## src/rtl/change_dispenser.sv

```systemverilog
// Coin-return engine: latches the balance on request and pays it out
// greedily, largest coin first, one hopper-acknowledged coin at a time.
//
// Ports:
//   clk             rising-edge clock
//   reset           asynchronous active-high reset
//   i_return_req    start a payout (sampled in IDLE only)
//   i_current_total balance to return, latched on request
//   i_coin_ack      hopper accepted the coin currently driven
//   o_return_coin   one-hot coin being dispensed, zero otherwise
//   o_return_total  value of the coin accepted this cycle, zero otherwise
//   o_busy          high from request acceptance until DONE is left
//   o_done          one-cycle pulse at the end of a payout
//   o_remainder     amount left unpaid, valid from o_done onwards
//   o_stuck         sticky hopper-timeout flag, cleared on next request
module change_dispenser #(
    parameter int kNumCoins   = 3,
    parameter int kTotalBits  = 31,
    parameter int kCoinVal0   = 100,
    parameter int kCoinVal1   = 500,
    parameter int kCoinVal2   = 1000,
    parameter int kAckTimeout = 15
) (
    input  logic                  clk,
    input  logic                  reset,
    input  logic                  i_return_req,
    input  logic [kTotalBits-1:0] i_current_total,
    input  logic                  i_coin_ack,
    output logic [kNumCoins-1:0]  o_return_coin,
    output logic [kTotalBits-1:0] o_return_total,
    output logic                  o_busy,
    output logic                  o_done,
    output logic [kTotalBits-1:0] o_remainder,
    output logic                  o_stuck
);

    localparam int kIdxBits = (kNumCoins > 1) ? $clog2(kNumCoins) : 1;

    // Timeout counter compares against the last waiting cycle, so the
    // coin is held for exactly kAckTimeout cycles before aborting.
    localparam logic [7:0] kTmoLast = 8'(kAckTimeout - 1);

    localparam logic [kTotalBits-1:0] kCoinVals [kNumCoins] = '{
        kTotalBits'(kCoinVal0),
        kTotalBits'(kCoinVal1),
        kTotalBits'(kCoinVal2)
    };

    typedef enum logic [1:0] {
        IDLE,
        SELECT,
        ISSUE,
        DONE
    } state_t;

    state_t                state_q;
    state_t                state_d;
    logic [kTotalBits-1:0] remaining_q;
    logic [kTotalBits-1:0] remaining_d;
    logic [kIdxBits-1:0]   coin_idx_q;
    logic [kIdxBits-1:0]   coin_idx_d;
    logic [7:0]            tmo_q;
    logic [7:0]            tmo_d;
    logic [kTotalBits-1:0] remainder_q;
    logic [kTotalBits-1:0] remainder_d;
    logic                  stuck_q;
    logic                  stuck_d;

    logic                  sel_found;
    logic [kIdxBits-1:0]   sel_idx;
    logic [kTotalBits-1:0] cur_val;

    // Greedy selection: values ascend, so the last match is the largest
    // coin that still fits in the remaining balance.
    always_comb begin
        sel_found = 1'b0;
        sel_idx   = '0;
        for (int k = 0; k < kNumCoins; k++) begin
            if (kCoinVals[k] <= remaining_q) begin
                sel_found = 1'b1;
                sel_idx   = kIdxBits'(k);
            end
        end
    end

    // Value of the registered coin; explicit mux keeps unused index
    // codes from reading outside the table.
    always_comb begin
        cur_val = '0;
        for (int k = 0; k < kNumCoins; k++) begin
            if (coin_idx_q == kIdxBits'(k)) begin
                cur_val = kCoinVals[k];
            end
        end
    end

    always_ff @(posedge clk or posedge reset) begin
        if (reset) begin
            state_q     <= IDLE;
            remaining_q <= '0;
            coin_idx_q  <= '0;
            tmo_q       <= '0;
            remainder_q <= '0;
            stuck_q     <= 1'b0;
        end else begin
            state_q     <= state_d;
            remaining_q <= remaining_d;
            coin_idx_q  <= coin_idx_d;
            tmo_q       <= tmo_d;
            remainder_q <= remainder_d;
            stuck_q     <= stuck_d;
        end
    end

    always_comb begin
        state_d     = state_q;
        remaining_d = remaining_q;
        coin_idx_d  = coin_idx_q;
        tmo_d       = tmo_q;
        remainder_d = remainder_q;
        stuck_d     = stuck_q;
        unique case (state_q)
            IDLE: begin
                if (i_return_req) begin
                    remaining_d = i_current_total;
                    remainder_d = '0;
                    stuck_d     = 1'b0;
                    tmo_d       = '0;
                    state_d     = SELECT;
                end
            end
            SELECT: begin
                tmo_d = '0;
                if (sel_found) begin
                    coin_idx_d = sel_idx;
                    state_d    = ISSUE;
                end else begin
                    remainder_d = remaining_q;
                    state_d     = DONE;
                end
            end
            ISSUE: begin
                // An ack in the final waiting cycle still counts the coin.
                if (i_coin_ack) begin
                    remaining_d = remaining_q - cur_val;
                    tmo_d       = '0;
                    state_d     = SELECT;
                end else if (tmo_q == kTmoLast) begin
                    stuck_d     = 1'b1;
                    remainder_d = remaining_q;
                    tmo_d       = '0;
                    state_d     = DONE;
                end else begin
                    tmo_d = tmo_q + 8'd1;
                end
            end
            DONE: begin
                state_d = IDLE;
            end
            default: begin
                state_d = IDLE;
            end
        endcase
    end

    assign o_return_coin  = (state_q == ISSUE)
                          ? (kNumCoins'(1) << coin_idx_q)
                          : '0;
    assign o_return_total = (state_q == ISSUE && i_coin_ack)
                          ? cur_val
                          : '0;
    assign o_busy         = (state_q != IDLE);
    assign o_done         = (state_q == DONE);
    assign o_remainder    = remainder_q;
    assign o_stuck        = stuck_q;

endmodule

```

## config.mk

```make
export PLATFORM = sky130hd
export DESIGN_NAME = change_dispenser
export DESIGN_NICKNAME = d
export VERILOG_FILES = /design/src/rtl/change_dispenser.sv
export SDC_FILE = /design/constraint.sdc
export NUM_CORES = 1
export LEC_CHECK = 0
export BUFFER_PORTS_ARGS = -buffer_cell sky130_fd_sc_hd__buf_2
export CORE_ASPECT_RATIO = 0.6
export CORE_MARGIN = 10
export CORE_UTILIZATION = 60
export DETAILED_ROUTE_END_ITERATION = 12
export HOLD_SLACK_MARGIN = 0.12
export PLACE_DENSITY = 0.95
export SLEW_MARGIN = 15
export SYNTH_ARGS = -nofsm -noshare
export SYNTH_HDL_FRONTEND = slang
export SYNTH_SLANG_ARGS = --single-unit
```

## constraint.sdc

```tcl
create_clock -name clk -period 5 [get_ports clk]
set_clock_uncertainty 0.05 [all_clocks]
set_input_delay 1 -clock clk [delete_from_list [all_inputs] [get_ports clk]]
set_output_delay 1 -clock clk [all_outputs]
set_load 0.05 [all_outputs]
```

==> After elaboration in Yosys (flattened, before gate mapping) <==
Index checks and enable logic that the tools add are counted.
{ "totals": {"wordCells": 67, "latchBits": 0, "reg_bits": 75, "rom_bits": 0, "ramBits": 0, "n_memories": 0} }
{ "op_classes": {"mux": 31, "n_eq_ne": 12, "n_addsub": 2, "n_lt_le_gt_ge": 3, "bitwise": 0, "n_shift": 1, "reduce_logical": 12, "n_mul": 0, "div_mod_pow": 0} }
{ "ops": {"columns": ["op", "count"], "rows": [
  ["two-way mux 31 bit", 9],
  ["one-hot mux 31 bit (3 select lines)", 1],
  ["one-hot mux 31 bit (2 select lines)", 1],
  ["less-or-equal comparator 10 x 31 -> 1 bit (first input constant)", 1],
  ["less-or-equal comparator 7 x 31 -> 1 bit (first input constant)", 1],
  ["less-or-equal comparator 9 x 31 -> 1 bit (first input constant)", 1],
  ["subtractor 31 bit", 1],
  ["two-way mux 8 bit", 3],
  ["one-hot mux 8 bit (3 select lines)", 1],
  ["inequality test 2 bit (second input constant)", 5],
  ["adder 8 x 1 -> 8 bit (second input constant)", 1],
  ["== test 8 x 4 -> 1 bit (second input constant)", 1],
  ["two-way mux 1 bit", 8],
  ["two-way mux 2 bit", 4],
  ["one-hot mux 2 bit (4 select lines)", 1],
  ["two-way mux 7 bit", 1],
  ["== test 2 bit (second input constant)", 3],
  ["AND reduction 2 bit", 3],
  ["AND reduction 5 bit", 1],
  ["== test 2 x 1 -> 1 bit (second input constant)", 2],
  ["zero test 2 bit", 2],
  ["AND reduction 4 bit", 1],
  ["nonzero test 2 bit", 2],
  ["two-way mux 3 bit", 1],
  ["other kinds (6)", 6]
]} }

==> Longest topological paths before layout <==
Gate-level depths: netlist (run 1).
{ "logic_depth": {"word_depth": 7, "mapped_depth": 12, "mapped_depth_nobuf": 12} }

==> Worst setup path after synthesis (run 1) <==
Ideal clock, no wire load.
{ "synth_path": {"path_type": "input port to output port", "startpoint": "input i_coin_ack", "endpoint": "output o_return_total[2]", "t_required_ns": 3.950, "path_stages": 2, "arrival_time_ns": 2.203, "path_slack_ns": 1.747, "cell_sequence": "nand2_1 > nor3_1"} }
{ "synth_between": {"elab_chain_cells": 2} }
{ "synth_rtl": {"columns": ["item", "line_no", "source"], "rows": [
  ["start: declaration", "28", "input logic i_coin_ack,"],
  ["logical AND 1 bit", "169", "assign o_return_total = (state_q == ISSUE && i_coin_ack)"],
  ["two-way mux 31 bit", "170", "? cur_val"],
  ["end: declaration", "30", "output logic [kTotalBits-1:0] o_return_total,"]
]} }
Every way passes these cells.

==> Worst setup path in the final report (run 1) <==
{ "layout_path": {"startpoint": "register state_q[0]", "endpoint": "output o_return_total[2]"} }
{ "layout_between": {"elab_chain_cells": 3} }
{ "layout_rtl": {"columns": ["item", "line_no", "source"], "rows": [
  ["start: declaration", "56", "state_t state_q;"],
  ["start signal: assignment", "106", "state_q <= state_d;"],
  ["== test 2 bit", "169", null],
  ["logical AND 1 bit", "169", null],
  ["two-way mux 31 bit", "170", null]
]} }
Every way passes these cells.

==> out/summary.txt, run 1 <==
TIMING
--------------------------------------------------------------------------------------------
Unrepaired setup endpoints after global routing                                           no
Aggregate negative setup slack                                                          0 ns
Max Slew Vio Count                                                                         0
Max_slew headroom                                                                      0.289
Final Hold Slack                                                                    0.437 ns
Fin crit share                                                                         0.711
Upper clock frequency limit                                                          281 MHz
Final hold viol count                                                                      0
Number of failing setup endpoints in the final timing report                               0
Transition time at the pin with the least slew margin                                1.07 ns
Post-layout min period                                                               3.55 ns

PLACE
--------------------------------------------------------------------------------------------
Post-Place Cells                                                                         696
Final estimated routing congestion in global placement                                 0.923
Input/output buffers                                                                      79
Hpwl dp                                                                              9300 um
Placement-stage cell area                                                          5050 um^2

CLOCK TREE
--------------------------------------------------------------------------------------------
Clock tree from TritonCTS                                                                yes
Cts hold-fix bufs                                                                          0
Root cell of the clock tree                                                     sky130_fd_sc_hd__clkbuf_16
# H-tree levels                                                                            3
Clock-pin transition on the worst setup and hold timing paths                        0.06 ns
Sink count of the clock tree                                                              75
Postcts setup bufs                                                                         0
CTS max path bufs                                                                          2
Worst-skew pair later-pin latency                                                    0.34 ns
TritonCTS Buffers                                                                          9
Cells resized by post-CTS repair                                                           0

GLOBAL ROUTE
--------------------------------------------------------------------------------------------
Antenna violations before repair                                                           0
Maximum number of pins on one net before global-route repair                              43
First-pass GRT wire length                                                          20400 um
Met2 demand-to-capacity share in global routing                                        0.327
Total congestion overflow after global routing                                             0
Layer with the highest usage after global routing                                       met2
Met1 routing resource usage after global routing                                       0.277
Via count of the first global-routing pass                                              4001
Met3 global-route usage                                                               0.0718
Total Routing Usage GR                                                                 0.210

SYNTHESIS
--------------------------------------------------------------------------------------------
Ys flop type                                                                    sky130_fd_sc_hd__dfrtp_1
Main combinational cell family by area after synthesis                          simple AND/OR/NAND/NOR gates
Number of storage elements in the synthesis netlist                                       75
Cell area after synthesis                                                          4770 um^2
Count of mapped cells out of synthesis                                                   538
Synth unique cells                                                                        62
Share of the synthesized area in compound gates (AO/OA/AOI/OAI)                        0.151
Post-synthesis sequential area ratio                                                   0.394
Portion of synthesized cell area occupied by the leading cell type                     0.394
Adder and majority gate portion of the synthesized area                               0.0514
Most area-consuming cells after synthesis                                       sky130_fd_sc_hd__dfrtp_1, sky130_fd_sc_hd__mux2i_1, sky130_fd_sc_hd__nand2_1, sky130_fd_sc_hd__ha_1, sky130_fd_sc_hd__buf_4
Synth async-reset ratio                                                                 1.00
Average footprint of a synthesized cell                                            8.86 um^2
Number of warnings reported in the yosys synthesis log                                     0
Basic-gate share of the synthesized area counting and, or, nand and nor cells          0.183
Mux cell area share after synthesis                                                    0.103
Largest area contributor in the synthesized netlist                             sky130_fd_sc_hd__dfrtp_1
Post-synth EDFFs                                                                           0
Post-Synth XOR/XNOR Area                                                             0.00551

FINAL LAYOUT
--------------------------------------------------------------------------------------------
Fraction of layout cells with a size suffix above 1                                    0.177
Post-route standard cell area excluding fillers                                    5340 um^2
Count of fill cells added during filler insertion                                        629
Commonest non-fill, non-tap cell in the layout                                  sky130_fd_sc_hd__buf_2
Most frequent cells in the layout                                               sky130_fd_sc_hd__buf_2, sky130_fd_sc_hd__dfrtp_1, sky130_fd_sc_hd__nand2_1
Area growth from synthesis to layout                                                   12.1%
Footprint of the multi-input gates                                                 2450 um^2
Filler-free cell count of the finished design                                            712
Area taken by flip-flops and latches                                               1880 um^2
# nets final                                                                             653
Number of antenna cells inserted                                                           0

POWER AND IR DROP
--------------------------------------------------------------------------------------------
Worst IR Drop VDD                                                                     478 uV
Static Leakage                                                                       2.61 nW
Areal power density over the cells                                               770 nW/um^2

DETAILED ROUTING
--------------------------------------------------------------------------------------------
Via count of the routed design                                                          4199
Final wirelength                                                                    12800 um
Final ANT Viol Nets                                                                        0
DRC errors left                                                                            0
Drt via density                                                                         5.90
Total iterations of the first detailed-routing run                                         5
Routed wire per std cell                                                             17.9 um
DR iter-0 viols                                                                          459

FLOORPLAN
--------------------------------------------------------------------------------------------
Starting utilization of the core area                                                  0.612
Core footprint                                                                     7790 um^2
Die Width                                                                             135 um
Number of placement rows                                                                  25
Number of top-level pins                                                                 103
Die footprint                                                                     12000 um^2
Vertical die dimension                                                               89.0 um

HOLD PATH
--------------------------------------------------------------------------------------------
Class of the worst hold path                                                    flop to flop

CRITICAL PATH
--------------------------------------------------------------------------------------------
Kind of capture point of the worst setup path                                     output pin
Signal arrival time at the worst endpoint                                            2.50 ns
Worst EP required                                                                    3.95 ns
CP cell instances                                                               inv_1 -> ha_1 -> nand2_1 -> nor3_1 -> buf_2
Kind of cell with the highest combined delay on the critical path                adder cells
Worst setup SP type                                                                     flop
Largest fanout on the critical path                                                       22
CP Class                                                                        flop to output pin
Slowest cell on the critical path                                               sky130_fd_sc_hd__ha_1
Biggest cell delay along the critical path                                           0.76 ns
Buffers plus inverters on the worst setup path                                             2

RUN STATUS
--------------------------------------------------------------------------------------------
Run status                                                                      finished, final reports clean

RUN
--------------------------------------------------------------------------------------------
Total of max-cap violations                                                                0

==> worst register-to-register path: stages, from the launching register on <==
cell and delay [ns]:
sky130_fd_sc_hd__dfrtp_1 0.43, sky130_fd_sc_hd__inv_1 0.10, sky130_fd_sc_hd__ha_1 0.28, sky130_fd_sc_hd__nor2_1 0.14, sky130_fd_sc_hd__ha_1 0.21, sky130_fd_sc_hd__fa_1 0.23, sky130_fd_sc_hd__nor2b_1 0.07, sky130_fd_sc_hd__o31a_1 0.30
sky130_fd_sc_hd__o311ai_1 0.33, sky130_fd_sc_hd__nand4b_1 0.41, sky130_fd_sc_hd__o311ai_1 0.40, sky130_fd_sc_hd__o211ai_1 0.15
==> through the flow <==
stage | setup slack, ns | power (mW) | utilization
after CTS | 1.49 | 4.10 | 0.686
after detailed placement | 1.85 | 3.44 | 0.648
after floorplan | 1.75 | 3.01 | -
after global routing | 1.30 | 4.40 | 0.686
final | 1.45 | 4.12 | 0.686
after global placement | 1.96 | 3.32 | 0.648
==> path summary, 6_finish.rpt <==
check | from | endpoint | slack, ns | depth (start not counted)
min reg2reg | tmo_q[3]$_DFFE_PP0P_ | tmo_q[3]$_DFFE_PP0P_ | 0.44 | 1
max in group asynchronous | reset | remaining_q[24]$_DFFE_PP0P_ | 3.17 | 3
min | tmo_q[3]$_DFFE_PP0P_ | tmo_q[3]$_DFFE_PP0P_ | 0.44 | 1
min in group asynchronous | reset | remaining_q[12]$_DFFE_PP0P_ | 0.73 | 2
max reg2reg | coin_idx_q[0]$_DFFE_PP0P_ | remaining_q[30]$_DFFE_PP0P_ | 1.75 | 11
max | state_q[0]$_DFFE_PP0P_ | o_return_total[2] | 1.45 | 5
==> registers in the layout (all words and copies together), names as in the netlist <==
signal,flops
remaining_q,31
tmo_q,8
o_stuck,1
coin_idx_q,2
o_remainder,31
state_q,2
==> layer usage <==
metal  vias up  wire length [um]  part of all wire
met2       208              5690              0.45
met5         -                 0                 0
li1       1953                 -                 -
met4         0               160             0.013
met1      2013              5570              0.44
met3        25              1340              0.10
==> cell type report <==
cell class              count  share of cell area
clock buffers              11              0.0454
clock inverters             5             0.00983
inverters                  46              0.0323
multi-input cells         385               0.458
flip-flops and latches     75               0.351
well taps                 108              0.0253
repair buffers             82              0.0782
==> kinds of logic (layout without fill, tap and decap cells) <==
group,Yosys count,count (layout)
xor+xnor,3,3
buf+inv,100,144
compound gates,113,113
mux,49,49
other cells,1,23
fa+ha+maj,19,19
simple gates,178,178
flops,75,75
==> report_power, final <==
part	leakage (nW)	internal [mW]	switching, mW
logic	1.54	0.748	1.56
registers	0.922	0.870	0.289
clock network	0.145	0.397	0.249
==> cells in the mapped netlist, types with 3 or more instances <==
| library cell | count |
|---|---|
| sky130_fd_sc_hd__o211ai_1 | 3 |
| sky130_fd_sc_hd__o21ai_0 | 27 |
| sky130_fd_sc_hd__or3_1 | 6 |
| sky130_fd_sc_hd__a21o_1 | 3 |
| sky130_fd_sc_hd__clkbuf_1 | 22 |
| sky130_fd_sc_hd__ha_1 | 18 |
| sky130_fd_sc_hd__or2_2 | 3 |
| sky130_fd_sc_hd__buf_4 | 26 |
| sky130_fd_sc_hd__and3_1 | 6 |
| sky130_fd_sc_hd__o41ai_1 | 3 |
| sky130_fd_sc_hd__o22ai_1 | 18 |
| sky130_fd_sc_hd__inv_1 | 46 |
| sky130_fd_sc_hd__nor4_1 | 6 |
| sky130_fd_sc_hd__nand4_1 | 5 |
| sky130_fd_sc_hd__a21oi_1 | 27 |
| sky130_fd_sc_hd__nor2b_1 | 5 |
| sky130_fd_sc_hd__mux2i_1 | 49 |
| sky130_fd_sc_hd__o31ai_1 | 4 |
| sky130_fd_sc_hd__xnor2_1 | 3 |
| sky130_fd_sc_hd__buf_12 | 3 |
| sky130_fd_sc_hd__nor2_1 | 31 |
| sky130_fd_sc_hd__nor3_1 | 12 |
| sky130_fd_sc_hd__or4_1 | 4 |
| sky130_fd_sc_hd__nand2_1 | 66 |
| sky130_fd_sc_hd__and2_1 | 4 |
| sky130_fd_sc_hd__dfrtp_1 | 75 |
| sky130_fd_sc_hd__nand3_1 | 12 |
| sky130_fd_sc_hd__nand2b_1 | 8 |
Power figures use the tool's default switching activity.
==> run 2, diff against run 1 <==
--- a/config.mk
+++ b/config.mk
@@ -8,10 +8,10 @@
 export BUFFER_PORTS_ARGS = -buffer_cell sky130_fd_sc_hd__buf_2
 export CORE_ASPECT_RATIO = 0.6
 export CORE_MARGIN = 10
-export CORE_UTILIZATION = 60
+export CORE_UTILIZATION = 50
 export DETAILED_ROUTE_END_ITERATION = 12
 export HOLD_SLACK_MARGIN = 0.12
-export PLACE_DENSITY = 0.95
+export PLACE_DENSITY = 0.87
 export SLEW_MARGIN = 15
 export SYNTH_ARGS = -nofsm -noshare
 export SYNTH_HDL_FRONTEND = slang
==> constraint.sdc (replaced) <==
create_clock -name clk -period 3 [get_ports clk]
set_clock_uncertainty 0.05 [all_clocks]
set_input_delay 0.6 -clock clk [delete_from_list [all_inputs] [get_ports clk]]
set_output_delay 0.6 -clock clk [all_outputs]
set_load 0.05 [all_outputs]
==> run 2 against run 1 <==
The flow now finishes with violations (setup timing). Via count grew 2.0%. Clock-buffer cell count down 1. Critical path depth grew 6. Critical endpoint is now remaining_q[28]$_DFFE_PP0P_. Largest cell class unchanged. Largest power group unchanged.
==> out/summary.txt, run 2 (same netlist as run 1, synthesis figures left out) <==
RUN STATUS
--------------------------------------------------------------------------------
Run status                                                          finished with violations
Violated checks                                                     setup timing

TIMING
--------------------------------------------------------------------------------
Upper clock frequency limit                                              332 MHz
Max_slew headroom                                                          0.450
Fin crit share                                                              1.00
Unrepaired setup endpoints after global routing                              yes
Post-layout min period                                                   3.01 ns
Max Slew Vio Count                                                             0
Transition time at the pin with the least slew margin                   0.825 ns
Final WS setup                                                       -0.00912 ns
Final hold viol count                                                          0
Number of failing setup endpoints in the final timing report                   1
Aggregate negative setup slack                                       -0.00912 ns

POWER AND IR DROP
--------------------------------------------------------------------------------
Worst IR Drop VDD                                                         746 uV
Overall power of the completed layout                                    7.29 mW
Areal power density over the cells                                  1290 nW/um^2
Static Leakage                                                           2.72 nW

FINAL LAYOUT
--------------------------------------------------------------------------------
# nets final                                                                 673
Fraction of layout cells with a size suffix above 1                        0.234
Commonest non-fill, non-tap cell in the layout                      sky130_fd_sc_hd__buf_2
Number of antenna cells inserted                                               0
Footprint of the multi-input gates                                     2540 um^2
Area growth from synthesis to layout                                       18.6%
Area taken by flip-flops and latches                                   1880 um^2
Count of fill cells added during filler insertion                            816
Most frequent cells in the layout                                   sky130_fd_sc_hd__buf_2, sky130_fd_sc_hd__dfrtp_1, sky130_fd_sc_hd__nand2_1

GLOBAL ROUTE
--------------------------------------------------------------------------------
Via count of the first global-routing pass                                  4172
Maximum number of pins on one net before global-route repair                  42
Total Routing Usage GR                                                     0.194
Total congestion overflow after global routing                                 0
First-pass GRT wire length                                              22100 um
Antenna violations before repair                                               0

CLOCK TREE
--------------------------------------------------------------------------------
Root cell of the clock tree                                         sky130_fd_sc_hd__clkbuf_16
# H-tree levels                                                                3
Clock-pin transition on the worst setup and hold timing paths            0.06 ns
Sink count of the clock tree                                                  75
TritonCTS Buffers                                                              9
Clock tree from TritonCTS                                                    yes
Worst-skew pair later-pin latency                                        0.35 ns
CTS max path bufs                                                              2

DETAILED ROUTING
--------------------------------------------------------------------------------
DR iter-0 viols                                                              442
Drt via density                                                             5.68
Final wirelength                                                        13800 um
Total iterations of the first detailed-routing run                             6
Final ANT Viol Nets                                                            0
Routed wire per std cell                                                 18.3 um
Via count of the routed design                                              4285
DRC errors left                                                                0

FLOORPLAN
--------------------------------------------------------------------------------
Number of placement rows                                                      27
Number of top-level pins                                                     103
Die Width                                                                 146 um
Die footprint                                                         14000 um^2
Starting utilization of the core area                                      0.517
Core footprint                                                         9220 um^2
Vertical die dimension                                                   95.6 um

CRITICAL PATH
--------------------------------------------------------------------------------
Worst setup SP type                                                         flop
Signal arrival time at the worst endpoint                                3.23 ns
Kind of capture point of the worst setup path                               flop
Biggest cell delay along the critical path                               0.45 ns
Kind of cell with the highest combined delay on the critical path   compound AO/OA/AOI/OAI gates
Buffers plus inverters on the worst setup path                                 3
Largest fanout on the critical path                                            5
Launch instance of the worst register-to-register path              coin_idx_q[0]$_DFFE_PP0P_
Worst reg2reg endpoint                                              remaining_q[28]$_DFFE_PP0P_
Setup slack of the most critical reg-to-reg path                       -0.009 ns
Worst Reg-to-Reg Cells                                                        11
Slowest cell on the critical path                                   sky130_fd_sc_hd__dfrtp_2
CP Class                                                            flop to flop
CP cell instances                                                   buf_4 -> ha_1 -> inv_1 -> ha_4 -> nor2b_2 -> o31a_1 -> o311ai_2 -> nand4b_1 -> buf_6 -> o41a_1 -> a21oi_2
Worst EP required                                                        3.22 ns

PLACE
--------------------------------------------------------------------------------
Hpwl dp                                                                 10000 um
Final estimated routing congestion in global placement                     0.944
Input/output buffers                                                          79

RUN
--------------------------------------------------------------------------------
Total of max-cap violations                                                    0

HOLD PATH
--------------------------------------------------------------------------------
Class of the worst hold path                                        input port to async pin

-- run 2: cell count changes in the layout (fill, tap and decap cells not counted), sizes merged --
cell | previous run | this run
buf | 82 | 102
bufinv | 1 | 2
clkbuf | 11 | 10
-- run 2: how the worst max path moves through the flow --
stage	cells past startpoint	endpoint	from	slack [ns]
2_1_floorplan	5	o_return_total[2]	state_q[0]$_DFFE_PP0P_	0.22
3_3_place_gp	13	remaining_q[24]$_DFFE_PP0P_	coin_idx_q[0]$_DFFE_PP0P_	0.17
3_5_place_dp	13	remaining_q[26]$_DFFE_PP0P_	coin_idx_q[1]$_DFFE_PP0P_	-0.05
4_1_cts	13	remaining_q[24]$_DFFE_PP0P_	coin_idx_q[0]$_DFFE_PP0P_	0.007
5_1_grt	13	remaining_q[28]$_DFFE_PP0P_	coin_idx_q[0]$_DFFE_PP0P_	-0.09
6_report	11	remaining_q[28]$_DFFE_PP0P_	coin_idx_q[0]$_DFFE_PP0P_	-0.009
-- run 2: report_power, final --
group | internal [mW] | switching [mW]
combinational | 1.42 | 2.76
clock | 0.730 | 0.441
sequential | 1.45 | 0.489
total | 3.60 | 3.69
-- run 2: timing repair --
| action | in CTS | in global routing |
|---|---|---|
| hold endpoints to repair | 0 | 0 |
| hold buffers | 0 | 0 |
| resized for setup | 1 | 25 |
| endpoints found under the setup margin | 3 | 22 |
| buffers inserted | 0 | 7 |
| pin swaps | 0 | 10 |
-- run 2: final cells by class --
class,count,area share
clock buffer,10,0.0405
multi-input combinational,385,0.450
sequential,75,0.332
timing repair buffer,102,0.102
clock inverter,6,0.0159
tap,130,0.0288
inverter,46,0.0305
-- run 2: stage by stage --
stage	cell area (um^2)	hold WS [ns]	std cells	setup slack, ns	utilization
floorplan	4850	0.389	560	0.218	-
global placement	5170	0.413	731	0.171	0.561
detailed placement	5170	0.421	731	-0.0542	0.561
CTS	5500	0.346	747	0.00662	0.596
global route	5660	0.397	754	-0.0903	0.613
finish	5660	0.329	754	-0.00912	0.613
-- run 2: routing by layer --
layer  track usage  vias to the layer above  routed length [um]
li1              -                     1985                   -
met5             0                        -                   0
met2         0.298                      205                6080
met3        0.0572                       26                1220
met4        0.0506                        0                 143
met1         0.264                     2069                6340
